## config.mk

```make
export PLATFORM = sky130hd
export DESIGN_NAME = imem_program_loader_flat
export DESIGN_NICKNAME = d
export VERILOG_FILES = /design/src/rtl/imem_program_loader_if.sv /design/src/rtl/imem_program_loader.sv /design/src/flat_wrapper.sv
export SDC_FILE = /design/constraint.sdc
export NUM_CORES = 1
export LEC_CHECK = 0
export BUFFER_PORTS_ARGS = -buffer_cell sky130_fd_sc_hd__buf_2
export CORE_MARGIN = 1.5
export CORE_UTILIZATION = 58
export CTS_CLUSTER_SIZE = 14
export DETAILED_ROUTE_END_ITERATION = 10
export GPL_TIMING_DRIVEN = 0
export PLACE_DENSITY = 0.85
export SLEW_MARGIN = 20
export SYNTH_ARGS = -nofsm -noshare
export SYNTH_HDL_FRONTEND = slang
export SYNTH_SLANG_ARGS = --single-unit
```

## constraint.sdc

```tcl
create_clock -name clk -period 3.3 [get_ports clk]
set_clock_uncertainty 0.05 [all_clocks]
set_input_delay 0.99 -clock clk [delete_from_list [all_inputs] [get_ports clk]]
set_output_delay 0.99 -clock clk [all_outputs]
set_load 0.02 [all_outputs]
```

## src/rtl/imem_program_loader_if.sv

```systemverilog
// Byte-stream input and instruction-memory write bus of the program loader.
// The master drives the byte stream and observes writes; the slave is the loader.
interface imem_program_loader_if;
  logic [7:0]  in_byte;
  logic        in_valid;
  logic        in_ready;
  logic        imem_wr_en;
  logic [31:0] imem_wr_addr;
  logic [31:0] imem_wr_data;

  modport master (
    output in_byte, in_valid,
    input  in_ready, imem_wr_en, imem_wr_addr, imem_wr_data
  );

  modport slave (
    input  in_byte, in_valid,
    output in_ready, imem_wr_en, imem_wr_addr, imem_wr_data
  );
endinterface

```

## src/rtl/imem_program_loader.sv

```systemverilog
// Loads a length-prefixed little-endian byte stream into instruction memory,
// holding the CPU in reset until the whole program has been written.
module imem_program_loader #(
  parameter logic [31:0] BASE_ADDR = 32'd0
) (
  input  logic                         clk,
  input  logic                         reset,
  input  logic                         start,
  imem_program_loader_if.slave         bus,
  output logic                         cpu_reset,
  output logic                         busy,
  output logic                         done,
  output logic [7:0]                   word_count
);

  typedef enum logic [2:0] {
    S_IDLE, S_LEN, S_COLLECT, S_WRITE, S_DONE
  } state_t;

  state_t      state_q, state_d;
  logic [7:0]  n_q, n_d;
  logic [1:0]  idx_q, idx_d;
  logic [23:0] word_q, word_d;
  logic [7:0]  wc_q, wc_d;
  logic [31:0] addr_q, addr_d;
  logic [31:0] data_q, data_d;
  logic        in_ready_q, in_ready_d;
  logic        wr_en_q, wr_en_d;
  logic        cpu_reset_q, cpu_reset_d;
  logic        busy_q, busy_d;
  logic        done_q, done_d;
  logic        accept;
  logic [7:0]  wc_inc;

  assign accept = in_ready_q & bus.in_valid;
  assign wc_inc = wc_q + 8'd1;

  always_comb begin
    state_d = state_q;
    n_d     = n_q;
    idx_d   = idx_q;
    word_d  = word_q;
    wc_d    = wc_q;
    addr_d  = addr_q;
    data_d  = data_q;
    case (state_q)
      S_IDLE, S_DONE: begin
        if (start) begin
          state_d = S_LEN;
          wc_d    = 8'd0;
          idx_d   = 2'd0;
        end
      end
      S_LEN: begin
        if (accept) begin
          n_d     = bus.in_byte;
          state_d = (bus.in_byte == 8'd0) ? S_DONE : S_COLLECT;
        end
      end
      S_COLLECT: begin
        if (accept) begin
          if (idx_q == 2'd3) begin
            // Fourth byte goes straight into the write register, not the buffer.
            state_d = S_WRITE;
            idx_d   = 2'd0;
            addr_d  = BASE_ADDR + {24'd0, wc_q};
            data_d  = {bus.in_byte, word_q};
          end else begin
            word_d[{idx_q, 3'b000} +: 8] = bus.in_byte;
            idx_d = idx_q + 2'd1;
          end
        end
      end
      S_WRITE: begin
        wc_d    = wc_inc;
        state_d = (wc_inc == n_q) ? S_DONE : S_COLLECT;
      end
      default: state_d = S_IDLE;
    endcase

    // Outputs are registered from the next state so they line up with state_q.
    in_ready_d  = (state_d == S_LEN) || (state_d == S_COLLECT);
    wr_en_d     = (state_d == S_WRITE);
    busy_d      = (state_d == S_LEN) || (state_d == S_COLLECT) || (state_d == S_WRITE);
    done_d      = (state_d == S_DONE);
    cpu_reset_d = (state_d != S_DONE);
  end

  always_ff @(posedge clk) begin
    if (reset) begin
      state_q     <= S_IDLE;
      n_q         <= 8'd0;
      idx_q       <= 2'd0;
      word_q      <= 24'd0;
      wc_q        <= 8'd0;
      addr_q      <= BASE_ADDR;
      data_q      <= 32'd0;
      in_ready_q  <= 1'b0;
      wr_en_q     <= 1'b0;
      cpu_reset_q <= 1'b1;
      busy_q      <= 1'b0;
      done_q      <= 1'b0;
    end else begin
      state_q     <= state_d;
      n_q         <= n_d;
      idx_q       <= idx_d;
      word_q      <= word_d;
      wc_q        <= wc_d;
      addr_q      <= addr_d;
      data_q      <= data_d;
      in_ready_q  <= in_ready_d;
      wr_en_q     <= wr_en_d;
      cpu_reset_q <= cpu_reset_d;
      busy_q      <= busy_d;
      done_q      <= done_d;
    end
  end

  assign bus.in_ready     = in_ready_q;
  assign bus.imem_wr_en   = wr_en_q;
  assign bus.imem_wr_addr = addr_q;
  assign bus.imem_wr_data = data_q;
  assign cpu_reset        = cpu_reset_q;
  assign busy             = busy_q;
  assign done             = done_q;
  assign word_count       = wc_q;

endmodule
```

## src/flat_wrapper.sv

```systemverilog
// flat-port wrapper written by rule: the top's interface ports become plain ports
module imem_program_loader_flat 
#(
  parameter logic [31:0] BASE_ADDR = 32'd0
)
  (clk, reset, start, cpu_reset, busy, done, word_count, bus_in_byte, bus_in_valid, bus_in_ready, bus_imem_wr_en, bus_imem_wr_addr, bus_imem_wr_data);
  imem_program_loader_if bus_i ();
  input  logic clk;
  input  logic reset;
  input  logic start;
  output logic cpu_reset;
  output logic busy;
  output logic done;
  output logic [7:0] word_count;
  input wire logic [$bits(bus_i.in_byte)-1:0] bus_in_byte;
  input wire logic [$bits(bus_i.in_valid)-1:0] bus_in_valid;
  output wire logic [$bits(bus_i.in_ready)-1:0] bus_in_ready;
  output wire logic [$bits(bus_i.imem_wr_en)-1:0] bus_imem_wr_en;
  output wire logic [$bits(bus_i.imem_wr_addr)-1:0] bus_imem_wr_addr;
  output wire logic [$bits(bus_i.imem_wr_data)-1:0] bus_imem_wr_data;
  assign bus_i.in_byte = bus_in_byte;
  assign bus_i.in_valid = bus_in_valid;
  assign bus_in_ready = bus_i.in_ready;
  assign bus_imem_wr_en = bus_i.imem_wr_en;
  assign bus_imem_wr_addr = bus_i.imem_wr_addr;
  assign bus_imem_wr_data = bus_i.imem_wr_data;
  imem_program_loader #(.BASE_ADDR(BASE_ADDR)) u_core (.clk(clk), .reset(reset), .start(start), .bus(bus_i), .cpu_reset(cpu_reset), .busy(busy), .done(done), .word_count(word_count));
endmodule
```

==> results.md <==
- Slew headroom: 0.390
- Gr busiest metal: met2
- Hpwl dp: 6520 um
- Multiplexer share of the synthesized area: 0.0228
- Distinct cell type count after synthesis: 47
- Endpoint type of the worst setup path: flop
- Num rows: 29
- WL per Instance: 13.9 um
- Hold WC Path Type: flop to flop
- Largest fanout on the critical path: 8
- GPL Wtd Cong: 0.862
- Pleak: 1.91 nW
- CTS H-tree depth: 3
- Final setup vio count: 0
- Adder-cell area share of the yosys netlist: 0.0190
- MaxCap Viol Count: 0
- Yosys reg bits: 90
- Top-area cell type share of the netlist area: 0.456
- Peak VDD IR: 0.278 mV
- Hold depth: 2
- Die Outline Area: 0.00732 mm^2
- Cts hold-fix bufs: 0
- CTS tree: yes
- Die Ht: 85.6 um
- Post-layout net count: 590
- Layout cells sized above 1: 0.218
- Pwr dens: 425 mW/mm^2
- Max Buffers Root-to-Sink: 2
- Largest net degree at the start of global routing: 16
- Die Wd: 85.6 um
- Max Fclk: 449 MHz
- Synth area leaders: dfxtp_1 (46%), nand2_1 (11%), a21oi_1 (9.5%), buf_4 (5.3%), nand3_1 (3.9%)
- GRT met2 Usage: 0.407
- CTS root buf: clkbuf_8
- Synth Cell Area: 0.00395 mm^2
- Register area share after synthesis: 0.456
- Top cells by count, synth: nand2_1 (113), dfxtp_1 (90), a21oi_1 (75), nand3_1 (31), buf_4 (28)
- Fin crit share: 0.675
- Final Util: 0.719
- Post-CTS Setup Repair Bufs: 0
- DR vias/cell: 5.41
- CTS resizes: 0
- Vias in the first global route: 3209
- Compound-Gate Fraction of Synth Area: 0.132
- DRT antenna net count: 0
- Slew Viols, Final: 0
- Residual DRC: 5
- CP required: 3.54 ns
- Critical Path Source: u_core.idx_q[0]$_SDFFE_PP0P_
- Core area: 0.00646 mm^2
- First-pass DRT Iterations: 8
- Num CTS Buffers: 9
- Area leader, netlist: dfxtp_1
- Post-Syn Instances: 475
- Crit Path Class: flop to flop
- Inst Count DP: 638
- Global route overflow: 0
- Worst-case reg-to-reg path depth: 5
- Initial antenna violation count: 0
- Reg-to-Reg Start: u_core.idx_q[0]$_SDFFE_PP0P_
- Simple-gate share of the synthesized area: 0.250
- Asr flop ratio synth: 0
- All-Layer GR Usage: 0.257
- Status: finished, violations left
- Warnings, synthesis: 0
- # diodes: 0
- Reg clk slew, reported paths: 0.09 ns
- Unrepaired setup endpoints after global routing: false
- CP arrival: 2.46 ns
- Final Non-Filler Cells: 654
- Worst skew pair latency: 0.36 ns
- Main synth FF type: dfxtp_1
- Post-synth EDFFs: 0
- Clk sinks: 90
- Critical Path Start Type: flop
- Routed vias: 3537
- Final Critical Period: 2.23 ns
- Setup tns final: 0 ns
- Most numerous cell in the Yosys netlist: nand2_1
- First-pass GRT wire length: 15000 um
- Ports: 89
- Synthesis-to-layout area growth: 17.4%
- Starting Density: 0.612
- Avg Inst Size Synth: 8.32 um^2
- XOR/XNOR Fraction of Synth Area: 0.0259
- Final wirelength: 9100 um
- Met3 Use GR: 0.0693
- WHS: 0.402 ns
- Failing checks: DRC
- Met1 Usage GRT: 0.341
- Main combinational cell family by area after synthesis: simple AND/OR/NAND/NOR gates
- Final hold violation count: 0
- Hold_sp: u_core.bus.imem_wr_data[18]$_SDFFE_PP0P_
- Slew @ Worst Pin: 0.913 ns
- Drt initial violations: 283
- Number of port buffers: 63
==> per-stage QoR <==
stage / cell area [um^2] / worst slack, ns / power (W)
detailed placement: 4450 / 0.909 / 0.00126
floorplan: 4040 / 1.23 / 0.00122
global route: 4640 / 0.883 / 0.00204
global placement: 4450 / 0.955 / 0.00125
finish: 4640 / 1.07 / 0.00197
CTS: 4640 / 1.10 / 0.00198
==> sequential cells by signal, indices dropped and copies added (netlist names), 2 cells and up <==
name,cells
u_core.bus.imem_wr_data,32
u_core.idx_q,2
u_core.word_count,8
u_core.n_q,8
u_core.state_q,3
u_core.word_q,24
u_core.bus.imem_wr_addr,8
==> critical path: stages, from the launching register on <==
cell and delay [ns]:
dfxtp_1 0.43, inv_1 0.15, ha_1 0.38, nor3b_1 0.77, nand3_1 0.20, a21oi_1 0.18
==> layout by cell type, fill, tap and decap left out, drive strengths merged, types with 2 or more instances in the layout <==
cell,Yosys,final
nor3b,6,6
o31ai,2,2
and2,4,4
clkbuf,13,22
nor3,4,4
clkinv,1,6
nor4,6,6
a31oi,4,4
o2111ai,3,3
inv,2,3
buf,40,103
xor2,4,4
nand2b,4,4
or3,2,2
and3,2,2
nor2b,5,5
nand4,3,3
nand3,31,31
ha,6,6
nand2,113,113
o21ai,8,8
mux2i,9,9
nor2,20,20
nand3b,2,2
dfxtp,90,90
a21oi,75,75
conb,1,24
xnor2,5,5
==> logic make-up after synthesis <==
logic type	Yosys count
mux	9
other cells	1
flops	90
buf+inv	56
fa+ha+maj	6
simple gates	208
xor+xnor	10
compound gates	95
==> path summary, 6_finish.rpt <==
| path | slack (ns) | endpoint |
|---|---|---|
| worst max-delay path | 1.07 | u_core.word_q[19]$_SDFFE_PP0P_ |
| worst min-delay path | 0.40 | u_core.bus.imem_wr_data[18]$_SDFFE_PP0P_ |
| worst max register to register | 1.07 | u_core.word_q[19]$_SDFFE_PP0P_ |
| worst min register to register | 0.40 | u_core.bus.imem_wr_data[18]$_SDFFE_PP0P_ |
==> power by group <==
part / leakage, nW / switching, W / internal, W
clock: 0.103 / 0.000390 / 0.000349
combinational: 1.08 / 0.0000914 / 0.0000462
sequential: 0.726 / 0.00000647 / 0.00109
total: 1.91 / 0.000488 / 0.00149
==> area by class of cell <==
type                    count  area [um^2]
multi-input cells         352         1870
repair buffers             63          315
inverters                   3         11.3
plain buffers              53          358
clock inverters             7         67.6
well taps                  77         96.3
clock buffers               9          124
flip-flops and latches     90         1800
fillers                   542         1820
==> metal layers <==
metal | up-vias | part of all wire | wire [um]
met5 | - | 0 | 0
met4 | 0 | 0.015 | 138
met3 | 15 | 0.085 | 770
met2 | 159 | 0.46 | 4140
met1 | 1607 | 0.44 | 4050
li1 | 1756 | - | -
(Power assumes the default switching activity.)
